===== config.mk =====
export PLATFORM = sky130hd
export DESIGN_NAME = schk_tx
export DESIGN_NICKNAME = d
export VERILOG_FILES = /design/src/rtl/schk_tx.sv
export SDC_FILE = /design/constraint.sdc
export NUM_CORES = 1
export LEC_CHECK = 0
export ABC_AREA = 0
export CAP_MARGIN = 20
export CORE_MARGIN = 2
export CORE_UTILIZATION = 30
export CTS_CLUSTER_SIZE = 28
export DETAILED_ROUTE_END_ITERATION = 10
export PLACE_DENSITY = 0.48
export REMOVE_ABC_BUFFERS = 1
export SYNTH_ARGS = -nofsm -noshare
export SYNTH_HDL_FRONTEND = slang
export SYNTH_SLANG_ARGS = --single-unit

===== constraint.sdc =====
create_clock -name CLK -period 1.8 [get_ports CLK]
set_input_delay 0.45 -clock CLK [delete_from_list [all_inputs] [get_ports CLK]]
set_output_delay 0.45 -clock CLK [all_outputs]
set_load 0.005 [all_outputs]

===== src/rtl/schk_tx.sv =====
// Serial frame transmitter: a fixed sync header, then DW payload bits, then GAP idle zeros.
// Its TXD output feeds the DIN input of the sync checker.
//
// state    | meaning
// ---------+-----------------------------------------------
// ST_IDLE  | waiting for START; TXD=0, also the DONE cycle
// ST_HDR   | shifting out SYNC, MSB first, 8 bits
// ST_DATA  | shifting out the latched payload, DW bits
// ST_GAP   | driving TXD=0 for GAP bits
module schk_tx #(
    parameter logic [7:0] SYNC = 8'b1110_1000,
    parameter int          DW   = 8,
    parameter int          GAP  = 2
) (
    input  logic          CLK,
    input  logic          RST,
    input  logic          START,
    input  logic [DW-1:0] DIN,
    output logic          TXD,
    output logic          TXV,
    output logic          BUSY,
    output logic          DONE
);

    typedef enum logic [1:0] {
        ST_IDLE,
        ST_HDR,
        ST_DATA,
        ST_GAP
    } state_t;

    state_t        state;
    logic [5:0]    cnt;
    logic [DW-1:0] sreg;
    logic          fin;

    // The outputs are derived from the state that held before each edge.
    // This puts the first header bit one cycle after the accepting edge and
    // the DONE pulse in the first cycle after returning to IDLE. That same
    // edge can already accept the next START.
    always_ff @(posedge CLK) begin
        if (RST) begin
            state <= ST_IDLE;
            cnt   <= 6'd0;
            sreg  <= '0;
            fin   <= 1'b0;
            TXD   <= 1'b0;
            TXV   <= 1'b0;
            BUSY  <= 1'b0;
            DONE  <= 1'b0;
        end else begin
            fin  <= 1'b0;
            DONE <= fin;
            TXD  <= 1'b0;
            TXV  <= 1'b0;
            BUSY <= (state != ST_IDLE);
            case (state)
                ST_IDLE: begin
                    if (START) begin
                        state <= ST_HDR;
                        cnt   <= 6'd7;
                        sreg  <= DIN;
                    end
                end
                ST_HDR: begin
                    TXD <= SYNC[cnt[2:0]];
                    TXV <= 1'b1;
                    if (cnt == 6'd0) begin
                        state <= ST_DATA;
                        cnt   <= 6'(DW - 1);
                    end else begin
                        cnt <= cnt - 6'd1;
                    end
                end
                ST_DATA: begin
                    TXD  <= sreg[DW-1];
                    TXV  <= 1'b1;
                    sreg <= sreg << 1;
                    if (cnt == 6'd0) begin
                        if (GAP == 0) begin
                            state <= ST_IDLE;
                            fin   <= 1'b1;
                        end else begin
                            state <= ST_GAP;
                            cnt   <= 6'(GAP - 1);
                        end
                    end else begin
                        cnt <= cnt - 6'd1;
                    end
                end
                ST_GAP: begin
                    if (cnt == 6'd0) begin
                        state <= ST_IDLE;
                        fin   <= 1'b1;
                    end else begin
                        cnt <= cnt - 6'd1;
                    end
                end
                default: state <= ST_IDLE;
            endcase
        end
    end

endmodule


Yosys cells after proc, flatten, opt, wreduce, memory -nomap -nowiden. Memories as Yosys holds them, arrays and structs flattened. A register that Yosys moved wholly into a read port is not among the register bits. Index checks and enable logic that the tools add are counted.

Bits in registers: 21. Bits in read-only memories: 8. Output and inout bits: 4. Memories: 1.

Add/sub/neg operators: 1. Order comparisons: 1. Equal/unequal tests: 8. Multiplexer cells: 18. Bitwise operators: 1. Reductions and logical operators: 9.

Memories: (no name shown) (depth 8, width 1, rd ports 1, clocked after memory_dff 1, write ports 0, RTL line 66) `TXD <= SYNC[cnt[2:0]];`.

Operator list (count): $mux 6 (4); $pmux 6 s4 (1); $pmux 8 s2 (1); $ne 2x2->1 const B (5); $mux 2 (4); $mux 8 (1); $pmux 2 s4 (1); $logic_not 6->1 (1); $mux 3 (2); $sub 6x1->6 const B (1); $eq 2x2->1 const B (2); $lt 3x4->1 const B (1); $reduce_and 2->1 (2); $reduce_and 4->1 (1); $reduce_bool 2->1 (2); $reduce_or 2->1 (2); $mux 1 (3); $eq 2x1->1 const B (1); $logic_not 2->1 (1); $pmux 1 s2 (1); $not 1->1 (1).

Logic depth before layout (Yosys ltp).
Depth in word-level cells: 5. Mapped depth: 7. Gate-level depth less buffers: 6.

Worst setup path after synthesis. OpenSTA, ideal clock, no wires.

Path type: register -> register. From: reg state[0]. To: reg (tool-made name). Data arrival time: 1.706 ns. Required time: 1.697 ns. Setup slack: -0.010 ns. Cell stages (with the launch flop): 8. Path buffers: 1. Period minus slack after synthesis: 1.810 ns. Cell sequence: dfxtp_1 inv_1 ha_1 buf_2 nor2b_1 a221oi_2 nand3_1 a2111oi_2.

RTL lines: start, declared (RTL line 32) `state_t state;`; start signal, assigned (RTL line 43) `state <= ST_IDLE;`; start signal, assigned (RTL line 60) `state <= ST_HDR;`; start signal, assigned (RTL line 69) `state <= ST_DATA;`.

==> impl_metrics.csv <==
group,metric,value,unit
timing,hold_viol_final,0,
global_route,track_usage,0.127,
synthesis,synth_cells,129,
timing,finalCriticalPeriod,1690,ps
detailed_routing,wl_per_cell,12.4,microns
outcome,outcome,"completed",
timing,fmax,0.591,GHz
pwr,p_leak,0.597,nW
detailed_routing,drt_iter0_drc,42,
synthesis,synth-compound-area-share,0.209,
synthesis,synth_seq_cells,22,
synthesis,synth_top_family_by_area,"compound AO/OA/AOI/OAI gates",
timing,skew,1.77,ps
clocking,cts_inserted_buffers,3,
worst_setup_path,crit_chain,"or3_1, or3_4, a32oi_2, a2111oi_2",
synthesis,synth_area_leaders,"dfxtp_1 38%, mux2i_1 6.9%, ha_1 6.5%, a211oi_1 5.2%, nor2_1 5.2%",
synthesis,ys_seq_area_frac,0.378,
worst_setup_path,cp.required,1950,ps
synthesis,synth_top_area_share,0.378,
floorplan,row_count,22,
clocking,clk_latency,260,ps
floorplan,die-area,4390,sq um
clocking,htreeDepth,1,
detailed_routing,via_per_inst,4.84,
worst_setup_path,cp_data_arrival_time,1840,ps
synthesis,yosysWarnings,0,
synthesis,synth_area,1160,sq um
synthesis,synth_flop_cell,"dfxtp_1",
worst_setup_path,criticalPathCategory,"flop to flop",
synthesis,async_flop_share,0,
synthesis,synth_cell_types,34,
floorplan,dieWidth,66.3,microns
final_layout,drive_gt1_frac,0.213,
timing,rsz0062_at_grt,"false",
floorplan,initial_core_util,0.315,
timing,slew_headroom,0.804,
timing,setup_violations,0,
pwr,irDropWorstVdd,0.640,mV
floorplan,die_y,66.3,microns
worst_setup_path,critPathMaxFanout,7,
final_layout,layoutNonFillerInstCount,203,
timing,worstMarginPinSlew,293,ps
floorplan,fp.coreArea,3690,sq um
synthesis,synth_xor_area_frac,0.0151,
synthesis,yosysTopAreaCell,"dfxtp_1",
global_route,grt_pass1_vias,932,
clocking,cts.sinks,22,
clocking,postCtsSetupRepairBufs,0,
worst_setup_path,worst_path_max_delay_cell,"or3_1",
worst_setup_path,critPathLaunchType,"flop",
global_route,grt_max_degree,17,
worst_setup_path,max_stage_delay,520,ps
clocking,clk_pin_slew_worst_paths,80,ps
placement,placed_cells,199,
detailed_routing,wirelength,2520,microns
pwr,p_per_area,1780,nW/um^2
final_layout,diodes,0,
floorplan,ios,15,
detailed_routing,firstDrtPassIters,4,
flow_run,maxCapViolCount,0,
clocking,cts_tree,"done",
global_route,grt_pass1_wl,4220,microns
synthesis,avgSynthCellArea,9.02,sq um
synthesis,synth-simple-area-share,0.200,
placement,port_buffers,14,
detailed_routing,drc,0,
global_route,overflow,0,
placement,place_congestion,0.888,
timing,fin_crit_sh,0.940,
final_layout,area_growth,31.2,%
clocking,clock-root-buffer,"clkbuf_8",
global_route,antenna_found_initial,0,
synthesis,synth-edff-count,0,
final_layout,layout.nets,173,
detailed_routing,drtAntennaViolNets,0,
synthesis,synth.area.mux_share,0.0785,
worst_setup_path,cp-end-kind,"flop",
placement,place_hpwl,1930,microns
clocking,cts_buffer_depth,2,
detailed_routing,vias,983,
worst_hold_path,hold_path.class,"flop to flop",
synthesis,synth_fa_ha_area_frac,0.0645,
timing,worst_hold_slack,449,ps
timing,drv_slew,0,
[worst paths after layout]
check        startpoint   end  slack (ps)  cells after the start
max              cnt[4]  flop         110                      4
min                 fin  DONE         450                      1
max reg2reg      cnt[4]  flop         110                      4
min reg2reg         fin  DONE         450                      1
[per-layer routing]
metal / vias up / GRT usage / part of all wire
met5: - / 0 / 0
met4: 0 / 0.0306 / 0.0067
met3: 2 / 0.0358 / 0.029
met1: 457 / 0.160 / 0.49
met2: 11 / 0.213 / 0.48
li1: 513 / - / -
[registers in the layout, summed over array words and instances, names as in the netlist, named ones only]
signal / flops
BUSY: 1
DONE: 1
TXD: 1
TXV: 1
cnt: 6
fin: 1
sreg: 8
state: 2
[metrics by stage]
step	power, mW	TNS (ps)	cell area, sq um	setup WS (ps)	util
2_1_floorplan	1.68	0	1120	24.2	-
3_3_place_gp	2.21	-213	1430	-146	0.388
3_5_place_dp	2.22	-286	1430	-191	0.388
4_1_cts	2.69	0	1500	9.29	0.407
5_1_grt	2.94	0	1530	6.07	0.414
6_report	2.72	0	1530	107	0.414
[cell usage in the layout, fill, tap and decap left out, types with 2 or more instances in the layout]
| cell type | count |
|---|---|
| mux2i_1 | 8 |
| o21ai_0 | 5 |
| or3_1 | 3 |
| nor3_1 | 5 |
| clkbuf_8 | 3 |
| xor2_1 | 2 |
| dfxtp_2 | 2 |
| a211oi_1 | 8 |
| nand3_1 | 3 |
| a32oi_2 | 2 |
| dfxtp_1 | 20 |
| a21o_1 | 2 |
| nor2b_1 | 8 |
| nand2b_1 | 2 |
| buf_4 | 15 |
| clkdlybuf4s50_1 | 14 |
| nand2_1 | 4 |
| ha_1 | 5 |
| inv_1 | 5 |
| nor2_1 | 16 |
| o21ai_2 | 2 |
| a21oi_1 | 4 |
[synthesized netlist by cell type (2+ instances only)]
cell / instances
a211oi_1: 8
nor3_1: 5
nand2_1: 4
dfxtp_1: 22
inv_1: 5
a32oi_1: 2
nor2_1: 16
nor2b_1: 9
a21oi_1: 4
o21ai_0: 6
buf_2: 3
nand2b_1: 2
mux2i_1: 8
a21o_1: 2
clkbuf_1: 2
ha_1: 6
xor2_1: 2
or3_1: 3
nand3_1: 4
buf_6: 2
[timing repair]
| item | in CTS | in global routing |
|---|---|---|
| gates resized for setup | 0 | 8 |
| endpoints found under the setup margin | 0 | 2 |
| hold buffers | 0 | 0 |
[worst max-delay path, delay by kind of cell, from the launching register on]
kind | cells | cell delay [ps]
AO/OA/AOI/OAI | 2 | 280
flip-flops | 1 | 350
AND/OR/NAND/NOR | 2 | 950
[power by group]
group          switching, mW  internal (mW)
registers              0.104          0.666
clock network          0.159          0.297
logic                  0.772          0.718
[layout make-up]
class	count	area [sq um]
fill	389	2160
sequential	22	443
multi-input combinational	95	681
timing repair buffer	29	253
clock inverter	1	30.0
inverter	5	18.8
tap	48	60.1
clock buffer	3	41.3
[kinds of logic after synthesis]
family / after synthesis
AND/OR/NAND/NOR: 46
AO/OA/AOI/OAI: 32
flip-flops: 22
buffers and inverters: 12
multiplexers: 9
adder cells (fa/ha/maj): 6
XOR/XNOR: 2
Note: power is estimated with default switching activity, not from simulation.
